File: src/rtl/regfile_sweep_datapath_pkg.sv
// Shared definitions for the sweep handshake: state encodings and default sizes,
// used by both this datapath and the sweep controller.
package regfile_sweep_datapath_pkg;

    localparam int DEF_DATA_W = 8;
    localparam int DEF_DEPTH  = 8;
    localparam int DEF_ADDR_W = 3;

    typedef enum logic [1:0] {
        IDLE = 2'd0,
        RUN  = 2'd1,
        DONE = 2'd2
    } sweep_state_t;

endpackage

File: src/rtl/regfile_sweep_datapath_regfile_bank.sv
// Register file storage: one synchronous write port and two asynchronous read
// ports (host read and sweep pointer read). Cleared by the master reset.
module regfile_bank #(
    parameter int DATA_W = 8,
    parameter int DEPTH  = 8,
    parameter int ADDR_W = 3
) (
    input  logic              clk,
    input  logic              Mrst_n,
    input  logic              we,
    input  logic [ADDR_W-1:0] waddr,
    input  logic [DATA_W-1:0] wdata,
    input  logic [ADDR_W-1:0] raddr_a,
    output logic [DATA_W-1:0] rdata_a,
    input  logic [ADDR_W-1:0] raddr_b,
    output logic [DATA_W-1:0] rdata_b
);

    logic [DATA_W-1:0] mem [DEPTH];

    // Storage array: wiped on master reset, otherwise written on the host strobe.
    always_ff @(posedge clk or negedge Mrst_n) begin
        if (!Mrst_n) begin
            for (int i = 0; i < DEPTH; i++) begin
                mem[i] <= '0;
            end
        end else if (we) begin
            mem[waddr] <= wdata;
        end
    end

    // Read ports are combinational, so a same-cycle write shows up only after the edge.
    assign rdata_a = mem[raddr_a];
    assign rdata_b = mem[raddr_b];

endmodule

File: src/rtl/regfile_sweep_datapath.sv
// Datapath side of the go/rst/enable/compare sweep handshake. Walks every register
// file entry once under controller enables, accumulating sum and maximum, and
// raises compare once the last entry has been consumed.
import regfile_sweep_datapath_pkg::*;

module regfile_sweep_datapath #(
    parameter int DATA_W = DEF_DATA_W,
    parameter int DEPTH  = DEF_DEPTH,
    parameter int ADDR_W = DEF_ADDR_W
) (
    input  logic                     clk,
    input  logic                     Mrst_n,
    input  logic                     rst,
    input  logic                     enable,
    input  logic                     activo,
    input  logic                     wr_en,
    input  logic [ADDR_W-1:0]        wr_addr,
    input  logic [DATA_W-1:0]        wr_data,
    input  logic [ADDR_W-1:0]        rd_addr,
    output logic [DATA_W-1:0]        rd_data,
    output logic                     compare,
    output logic [DATA_W+ADDR_W-1:0] sum,
    output logic [DATA_W-1:0]        max_val,
    output logic [ADDR_W-1:0]        max_idx,
    output logic                     wr_err
);

    sweep_state_t      state;
    sweep_state_t      next_state;
    logic [ADDR_W-1:0] ptr;
    logic [DATA_W-1:0] cur_data;
    logic              consume;
    logic              last_entry;
    logic              write_ok;

    // Host writes are only accepted while no sweep is in progress.
    assign write_ok   = wr_en && !activo;
    assign last_entry = (ptr == ADDR_W'(DEPTH - 1));

    regfile_bank #(
        .DATA_W (DATA_W),
        .DEPTH  (DEPTH),
        .ADDR_W (ADDR_W)
    ) u_bank (
        .clk     (clk),
        .Mrst_n  (Mrst_n),
        .we      (write_ok),
        .waddr   (wr_addr),
        .wdata   (wr_data),
        .raddr_a (rd_addr),
        .rdata_a (rd_data),
        .raddr_b (ptr),
        .rdata_b (cur_data)
    );

    // Sweep state register.
    always_ff @(posedge clk or negedge Mrst_n) begin
        if (!Mrst_n) begin
            state <= IDLE;
        end else begin
            state <= next_state;
        end
    end

    // Next state and consume strobe; rst beats activo=0, which beats enable.
    always_comb begin
        next_state = state;
        consume    = 1'b0;
        if (rst) begin
            next_state = activo ? RUN : IDLE;
        end else if (!activo) begin
            next_state = IDLE;
        end else begin
            case (state)
                IDLE: next_state = RUN;
                RUN: begin
                    if (enable) begin
                        consume = 1'b1;
                        if (last_entry) begin
                            next_state = DONE;
                        end
                    end
                end
                DONE:    next_state = DONE;
                default: next_state = IDLE;
            endcase
        end
    end

    // Pointer, accumulators and compare flag; results survive aborts and DONE exits.
    always_ff @(posedge clk or negedge Mrst_n) begin
        if (!Mrst_n) begin
            ptr     <= '0;
            sum     <= '0;
            max_val <= '0;
            max_idx <= '0;
            compare <= 1'b0;
        end else if (rst) begin
            ptr     <= '0;
            sum     <= '0;
            max_val <= '0;
            max_idx <= '0;
            compare <= 1'b0;
        end else if (!activo) begin
            compare <= 1'b0;
        end else if (consume) begin
            sum <= sum + {{ADDR_W{1'b0}}, cur_data};
            if (cur_data > max_val) begin
                max_val <= cur_data;
                max_idx <= ptr;
            end
            if (last_entry) begin
                ptr     <= '0;
                compare <= 1'b1;
            end else begin
                ptr <= ptr + ADDR_W'(1);
            end
        end
    end

    // Rejected-write flag: a one-cycle pulse after a write attempted during a sweep.
    always_ff @(posedge clk or negedge Mrst_n) begin
        if (!Mrst_n) begin
            wr_err <= 1'b0;
        end else begin
            wr_err <= wr_en && activo;
        end
    end

endmodule

File: config.mk
export PLATFORM = sky130hd
export DESIGN_NAME = regfile_sweep_datapath
export DESIGN_NICKNAME = d
export VERILOG_FILES = /design/src/rtl/regfile_sweep_datapath_pkg.sv /design/src/rtl/regfile_sweep_datapath_regfile_bank.sv /design/src/rtl/regfile_sweep_datapath.sv
export SDC_FILE = /design/constraint.sdc
export NUM_CORES = 1
export LEC_CHECK = 0
export CAP_MARGIN = 10
export CORE_MARGIN = 10
export CORE_UTILIZATION = 45
export CTS_BUF_LIST = sky130_fd_sc_hd__clkbuf_16
export CTS_CLUSTER_SIZE = 20
export DETAILED_ROUTE_END_ITERATION = 10
export MAX_ROUTING_LAYER = met4
export PLACE_DENSITY = 0.65
export SLEW_MARGIN = 10
export SYNTH_ARGS = -nofsm -noshare
export SYNTH_HDL_FRONTEND = slang
export SYNTH_SLANG_ARGS = --single-unit
File: constraint.sdc
create_clock -name clk -period 5.5 [get_ports clk]
set_input_delay 1.1 -clock clk [delete_from_list [all_inputs] [get_ports clk]]
set_output_delay 1.1 -clock clk [all_outputs]
set_load 0.05 [all_outputs]
==> impl_results.md, run 1 <==
* Crit Path Class: in -> out
* # rows at 39
* Clk_skew at 0.00950 ns
* Family with the most delay on the worst path: buffers and inverters
* Register area share after synthesis at 0.442
* Largest stage delay, worst path at 0.76 ns
* PD cells at 341 nW/um^2
* Drt pass-1 iters at 4
* CTS Hold Bufs at 0
* Fill count at 996
* Via density per instance at 5.86
* Syn Inst Count at 393
* CTS sink count at 93
* GPL Wtd Cong at 0.844
* Slew @ Worst Pin at 1.12 ns
* Ports at 52
* Die W at 128 um
* Max VDD drop at 0.237 mV
* Global route overflow at 0
* Synth Warn # at 0
* Number of CTS-inserted buffers at 9
* FMAX at 220 MHz
* Bufs on Longest Clock Path at 2
* Area growth, synth to finish at 16.7%
* Clock slew at reported path FFs at 0.07 ns
* FF+latch count, synth at 93
* DIE HEIGHT at 128 um
* CTS Root Cell: clkbuf_16
* Die ar. at 16,400 um^2
* Most common cell on crit path: clkdlybuf4s50_1
* Crit. End Element: output port
* Gr usage total at 0.157
* Min-delay worst type: reg -> reg
* Area after DPL at 5870 um^2
* Synthesized Nets at 434
* Final wirelength at 12.1 mm
* Worst path bufs/invs at 3
* Number of global-route vias before repair at 3,583
* Outcome: complete, no violations
* Mapped Area at 5270 um^2
* DRT iter0 DRCs at 209
* Via Count at 3,434
* Max Slew Vio Count at 0
* Final Instance Area at 6140 um^2
* DRC Markers at 0
* Final Hold Viols at 0
* Max Cap Viol at 0
* Post-route ant nets at 0
* WL/cell at 20.7 um
* Post-synth EDFFs at 0
* Share of layout cells above drive strength 1 at 0.160
* Max_slew headroom at 0.252
* Critical Path Fanout Max at 9
* First-pass GRT wire length at 19.7 mm
* Post-CTS setup buffers at 0
* Setup WS post-layout at 0.955 ns
* N_diodes at 0
* Ys async rst share at 1.00
* CP Launch Type: input pin
* CP required at 4.40 ns
* Core Area at 11,400 um^2
* Layout net count at 479
* Post-placement setup slack at 0.941 ns
* Endpoints failing setup at 0
* Pleak at 0.00258 uW
* RSZ-0062 raised after global routing: no
* Placed wire-length estimate at 8.42 mm
* CP max-delay cell: clkdlybuf4s50_1
* Initial antenna violation count at 0
* Fin crit period at 4.55 ns
* Largest net degree at the start of global routing at 59
* Initial core utilization at 0.461
* Setup_tns at 0 ns
* H-tree depth at 3
* Prevailing post-synth register cell: dfrtp_1
* Fin crit share at 0.826
* IO buf count at 51
* Yosys cell types at 52
* Worst-Skew Late Latency at 0.35 ns
* Worst path cell trace: clkdlybuf4s50_1 -> buf_4 -> mux4_2 -> mux2_2 -> clkdlybuf4s50_1
* Syn_area_per_cell at 13.4 um^2
* Critical Path AT at 3.45 ns
* CTS tree: yes
* PostCTS Resize Cnt at 0
==> logic make-up after synthesis <==
family                   synth area share
flip-flops                          0.442
buffers and inverters              0.0304
AND/OR/NAND/NOR                    0.0665
multiplexers                        0.330
adder cells (fa/ha/maj)            0.0513
AO/OA/AOI/OAI                      0.0718
XOR/XNOR                          0.00832
==> sequential cells by signal, summed over array words and instances (netlist names) <==
register and flops:
max_idx 3, sum 11, ptr 3, u_bank.mem 64, state 2, compare 1
wr_err 1, max_val 8
==> cells in the final DEF, fill, tap and decap left out, drive strengths merged, types with 3 or more instances in the layout <==
| master | synthesis | final |
|---|---|---|
| dfrtp | 93 | 93 |
| mux2 | 78 | 78 |
| clkdlybuf4s50 | 0 | 50 |
| mux4 | 32 | 32 |
| nand2 | 24 | 24 |
| ha | 20 | 20 |
| inv | 13 | 16 |
| nor2 | 15 | 15 |
| a21oi | 14 | 14 |
| o21ai | 14 | 14 |
| clkbuf | 9 | 9 |
| o311a | 8 | 8 |
| mux2i | 6 | 6 |
| nand3 | 5 | 5 |
| and3 | 4 | 4 |
| a22o | 4 | 4 |
| buf | 11 | 4 |
| clkinv | 1 | 4 |
| and2 | 3 | 3 |
| nand3b | 3 | 3 |
| xnor2 | 3 | 3 |
| nand2b | 3 | 3 |
| nor3b | 3 | 3 |
==> report_power, final <==
| part | switching, uW | leakage (uW) | internal [uW] |
|---|---|---|---|
| logic | 314 | 0.00126 | 299 |
| clock network | 275 | 0.000135 | 308 |
| registers | 92.1 | 0.00118 | 804 |
==> per-layer routing <==
metal	vias to the layer above	GRT usage	wire length (um)
li1	1588	-	-
met1	1757	0.198	5550
met2	82	0.241	5830
met3	7	0.0476	652
met4	0	0.0430	104
met5	-	-	0
==> final cells by class <==
cell class	count	area, um^2	area share
tap	143	179	0.0291
clock inverter	7	50.0	0.00815
inverter	14	52.6	0.00855
multi-input combinational	266	2780	0.452
clock buffer	9	225	0.0367
timing repair buffer	54	531	0.0864
sequential	93	2330	0.379
==> final timing paths <==
| kind | startpoint | endpoint | slack [ns] | cells after the start |
|---|---|---|---|---|
| worst max-delay path | rd_addr[1] | rd_data[7] | 0.95 | 5 |
| worst min-delay path | u_bank.mem[20] | u_bank.mem[20] | 0.50 | 1 |
| worst max register to register | ptr[1] | max_idx[2] | 1.62 | 8 |
| worst min register to register | u_bank.mem[20] | u_bank.mem[20] | 0.50 | 1 |
| max in group asynchronous | Mrst_n | u_bank.mem[33] | 3.68 | 2 |
| min in group asynchronous | Mrst_n | sum[10] | 0.71 | 1 |
==> cell usage after synthesis (3+ instances only) <==
cell,instances,area share
dfrtp_1,93,0.44
mux2_1,57,0.12
mux4_2,24,0.10
nand2_1,24,0.017
ha_1,20,0.048
mux2_2,15,0.032
nor2_1,15,0.011
a21oi_1,14,0.013
inv_1,11,0.0078
o21ai_1,10,0.0095
clkbuf_1,9,0.0064
mux4_1,8,0.040
o311a_1,8,0.015
mux2_4,6,0.017
nand3_1,5,0.0048
a22o_1,4,0.0067
and3_1,4,0.0048
buf_1,4,0.0029
buf_2,4,0.0038
mux2i_1,4,0.0076
o21ai_0,4,0.0038
and2_1,3,0.0036
nand2b_1,3,0.0036
nand3b_1,3,0.0043
xnor2_1,3,0.0050
==> metrics by stage <==
| stage | power, uW | hold slack (ns) | util | instances |
|---|---|---|---|---|
| 2_1_floorplan | 1340 | 0.467 | - | 393 |
| 6_report | 2090 | 0.504 | 0.538 | 586 |
| 3_5_place_dp | 1530 | 0.493 | 0.514 | 570 |
| 5_1_grt | 2210 | 0.535 | 0.538 | 586 |
| 4_1_cts | 2120 | 0.508 | 0.538 | 586 |
| 3_3_place_gp | 1500 | 0.483 | 0.514 | 570 |
(Power assumes the default switching activity.)
==> run 2, diff against run 1 <==
--- a/config.mk
+++ b/config.mk
@@ -12,7 +12,7 @@
 export CTS_CLUSTER_SIZE = 20
 export DETAILED_ROUTE_END_ITERATION = 10
 export MAX_ROUTING_LAYER = met4
-export PLACE_DENSITY = 0.65
+export PLACE_DENSITY = 0.68
 export SLEW_MARGIN = 10
 export SYNTH_ARGS = -nofsm -noshare
 export SYNTH_HDL_FRONTEND = slang
==> constraint.sdc (replaced) <==
create_clock -name clk -period 4 [get_ports clk]
set_input_delay 0.8 -clock clk [delete_from_list [all_inputs] [get_ports clk]]
set_output_delay 0.8 -clock clk [all_outputs]
set_load 0.05 [all_outputs]
==> run 2 against run 1 <==
Against the previous run: clock-buffer cell count stayed put; clock skew down 0.0013 ns; cell count rose by 1.2%; core utilization is 0.35 points higher; flip-flop and latch count stayed put; non-clock buffer count up 7; register-to-register slack lost 0.95 ns; critical path type unchanged; critical endpoint is now rd_data[2].
==> impl_results.md, run 2 (synthesized netlist as in run 1, its figures left out) <==
* Outcome: complete, no violations (unchanged)
* Number of CTS-inserted buffers at 9 (unchanged)
* Bufs on Longest Clock Path at 2 (unchanged)
* Critical Path AT at 2.62 ns (was 3.45 ns)
* Post-CTS setup buffers at 0 (unchanged)
* PD cells at 472 nW/um^2 (was 341 nW/um^2)
* CP Launch Type: input pin (unchanged)
* WL/cell at 20.9 um (was 20.7 um)
* CTS tree: yes (unchanged)
* Max reg flops at 64 (unchanged)
* Max_slew headroom at 0.387 (was 0.252)
* H-tree depth at 3 (unchanged)
* Crit. End Element: output port (unchanged)
* Die ar. at 16,400 um^2 (unchanged)
* Min-delay worst type: in -> async (was reg -> reg)
* Layout net count at 486 (was 479)
* Fin crit share at 0.855
* Combinational fraction of design power at 0.292 (was 0.293)
* N_diodes at 0 (unchanged)
* CTS Hold Bufs at 0 (unchanged)
* Clk_skew at 0.00816 ns (was 0.00950 ns)
* Core Area at 11,400 um^2 (unchanged)
* GPL Wtd Cong at 0.822 (was 0.844)
* Dpl cells at 577 (was 570)
* Critical Path Fanout Max at 16 (was 9)
* PostCTS Resize Cnt at 0 (unchanged)
* Crit Path Class: in -> out (unchanged)
* CTS sink count at 93 (unchanged)
* Internal power at 1990 uW (was 1410 uW)
* Final Hold Viols at 0 (unchanged)
* Slew @ Worst Pin at 0.920 ns (was 1.12 ns)
* Commonest non-fill, non-tap cell in the layout: dfrtp_1 (unchanged)
* DRT iter0 DRCs at 285 (was 209)
* Register share of total power at 0.424 (was 0.428)
* Clock slew at reported path FFs at 0.06 ns (was 0.07 ns)
* Share of layout cells above drive strength 1 at 0.187 (was 0.160)
* Final Instance Area at 6180 um^2 (was 6140 um^2)
* Gr usage total at 0.160 (was 0.157)
* Worst-Skew Late Latency at 0.35 ns (about the same)
* Reg2reg end: sum[10] (was max_idx[2])
* Area after DPL at 5900 um^2 (was 5870 um^2)
* Ports at 52 (unchanged)
* RSZ-0062 raised after global routing: no (unchanged)
* Via density per instance at 5.93 (was 5.86)
* FMAX at 292 MHz
* Largest net degree at the start of global routing at 60 (was 59)
* Area growth, synth to finish at 17.4% (was 16.7%)
* Initial antenna violation count at 0 (unchanged)
* Setup_tns at 0 ns (unchanged)
* Placed wire-length estimate at 8.56 mm (was 8.42 mm)
* Pleak at 0.00263 uW (was 0.00258 uW)
* CP required at 3.20 ns (was 4.40 ns)
* Design Power at 2920 uW (was 2090 uW)
* Endpoints failing setup at 0 (unchanged)
* Global route overflow at 0 (unchanged)
* Post-route ant nets at 0 (unchanged)
* Die W at 128 um (unchanged)
* Max Slew Vio Count at 0 (unchanged)
* Clock power frac at 0.285 (was 0.279)
* Commonest non-fill, non-tap cells in the layout: dfrtp_1, mux2_1, clkdlybuf4s50_1 (unchanged)
* DIE HEIGHT at 128 um (unchanged)
* CTS Root Cell: clkbuf_16 (unchanged)
* Max VDD drop at 0.283 mV (was 0.237 mV)
* Fill count at 975 (was 996)
* IO buf count at 51 (unchanged)
* Non-Filler Instances at 593 (was 586)
* Number of global-route vias before repair at 3,622 (was 3,583)
* Fin crit period at 3.42 ns
* First-pass GRT wire length at 20.2 mm (was 19.7 mm)
* FF-to-FF Start: ptr[2] (was ptr[1])
* Max Cap Viol at 0 (unchanged)
* Largest Register: u_bank.mem (unchanged)
* Initial core utilization at 0.461 (unchanged)
* R2R Setup Slk at 0.67 ns (was 1.62 ns)
* # rows at 39 (unchanged)
* Final wirelength at 12.4 mm (was 12.1 mm)
* DRC Markers at 0 (unchanged)
* Via Count at 3,517 (was 3,434)
* Switching Share at 0.318 (was 0.326)
* Switching power at 930 uW (was 682 uW)
* Regs by FF count: u_bank.mem x64, sum x11, max_val x8 (unchanged)
* R2r worst-path depth at 11 (was 8)
* Drt pass-1 iters at 4 (unchanged)
==> run 2: cell types whose count changed in the layout (fill, tap and decap cells not counted) <==
cell	delta
clkinv_4	-2
clkinv_1	+2
clkinv_2	+1
buf_4	+15
clkdlybuf4s50_1	-8
inv_6	-2
bufinv_16	+1
==> run 2: area by class of cell <==
type / count / area [um^2] / share of cell area
clock buffers: 9 / 225 / 0.0364
well taps: 143 / 179 / 0.0289
inverters: 14 / 52.6 / 0.00850
multi-input cells: 266 / 2780 / 0.449
repair buffers: 61 / 563 / 0.0911
clock inverters: 7 / 57.6 / 0.00931
flip-flops and latches: 93 / 2330 / 0.376
==> run 2: worst max-delay path by stage <==
| stage | startpoint | end | slack (ns) | cells after the start |
|---|---|---|---|---|
| after floorplan | rd_addr[0] | rd_data[0] | 0.87 | 4 |
| after global placement | rd_addr[0] | rd_data[5] | 0.60 | 5 |
| after detailed placement | rd_addr[0] | rd_data[5] | 0.57 | 5 |
| after CTS | rd_addr[0] | rd_data[5] | 0.56 | 5 |
| after global routing | ptr[2] | sum[10] | 0.47 | 11 |
| final | rd_addr[0] | rd_data[2] | 0.58 | 5 |
==> run 2: layer usage <==
| metal | track usage | up-vias | part of all wire |
|---|---|---|---|
| met1 | 0.207 | 1819 | 0.47 |
| met2 | 0.244 | 84 | 0.48 |
| met5 | - | - | 0 |
| met3 | 0.0397 | 16 | 0.044 |
| li1 | - | 1598 | - |
| met4 | 0.0437 | 0 | 0.012 |
==> run 2: critical path, stage by stage <==
cell             delay, ns
clkdlybuf4s50_1       0.45
buf_4                 0.32
mux4_2                0.55
mux2_2                0.30
buf_4                 0.20
==> run 2: power by group through the flow <==
stage	clock (uW)	combinational, uW	sequential, uW
after floorplan	0	604	1230
after global placement	0	831	1240
after detailed placement	0	856	1250
after CTS	848	859	1230
after global routing	884	924	1260
final	832	852	1240
==> run 2: per-stage QoR <==
stage	hold WS, ns	worst slack, ns	utilization
finish	0.506	0.580	0.542
detailed placement	0.493	0.568	0.517
global route	0.533	0.473	0.542
floorplan	0.467	0.866	-
CTS	0.507	0.563	0.542
global placement	0.482	0.595	0.517
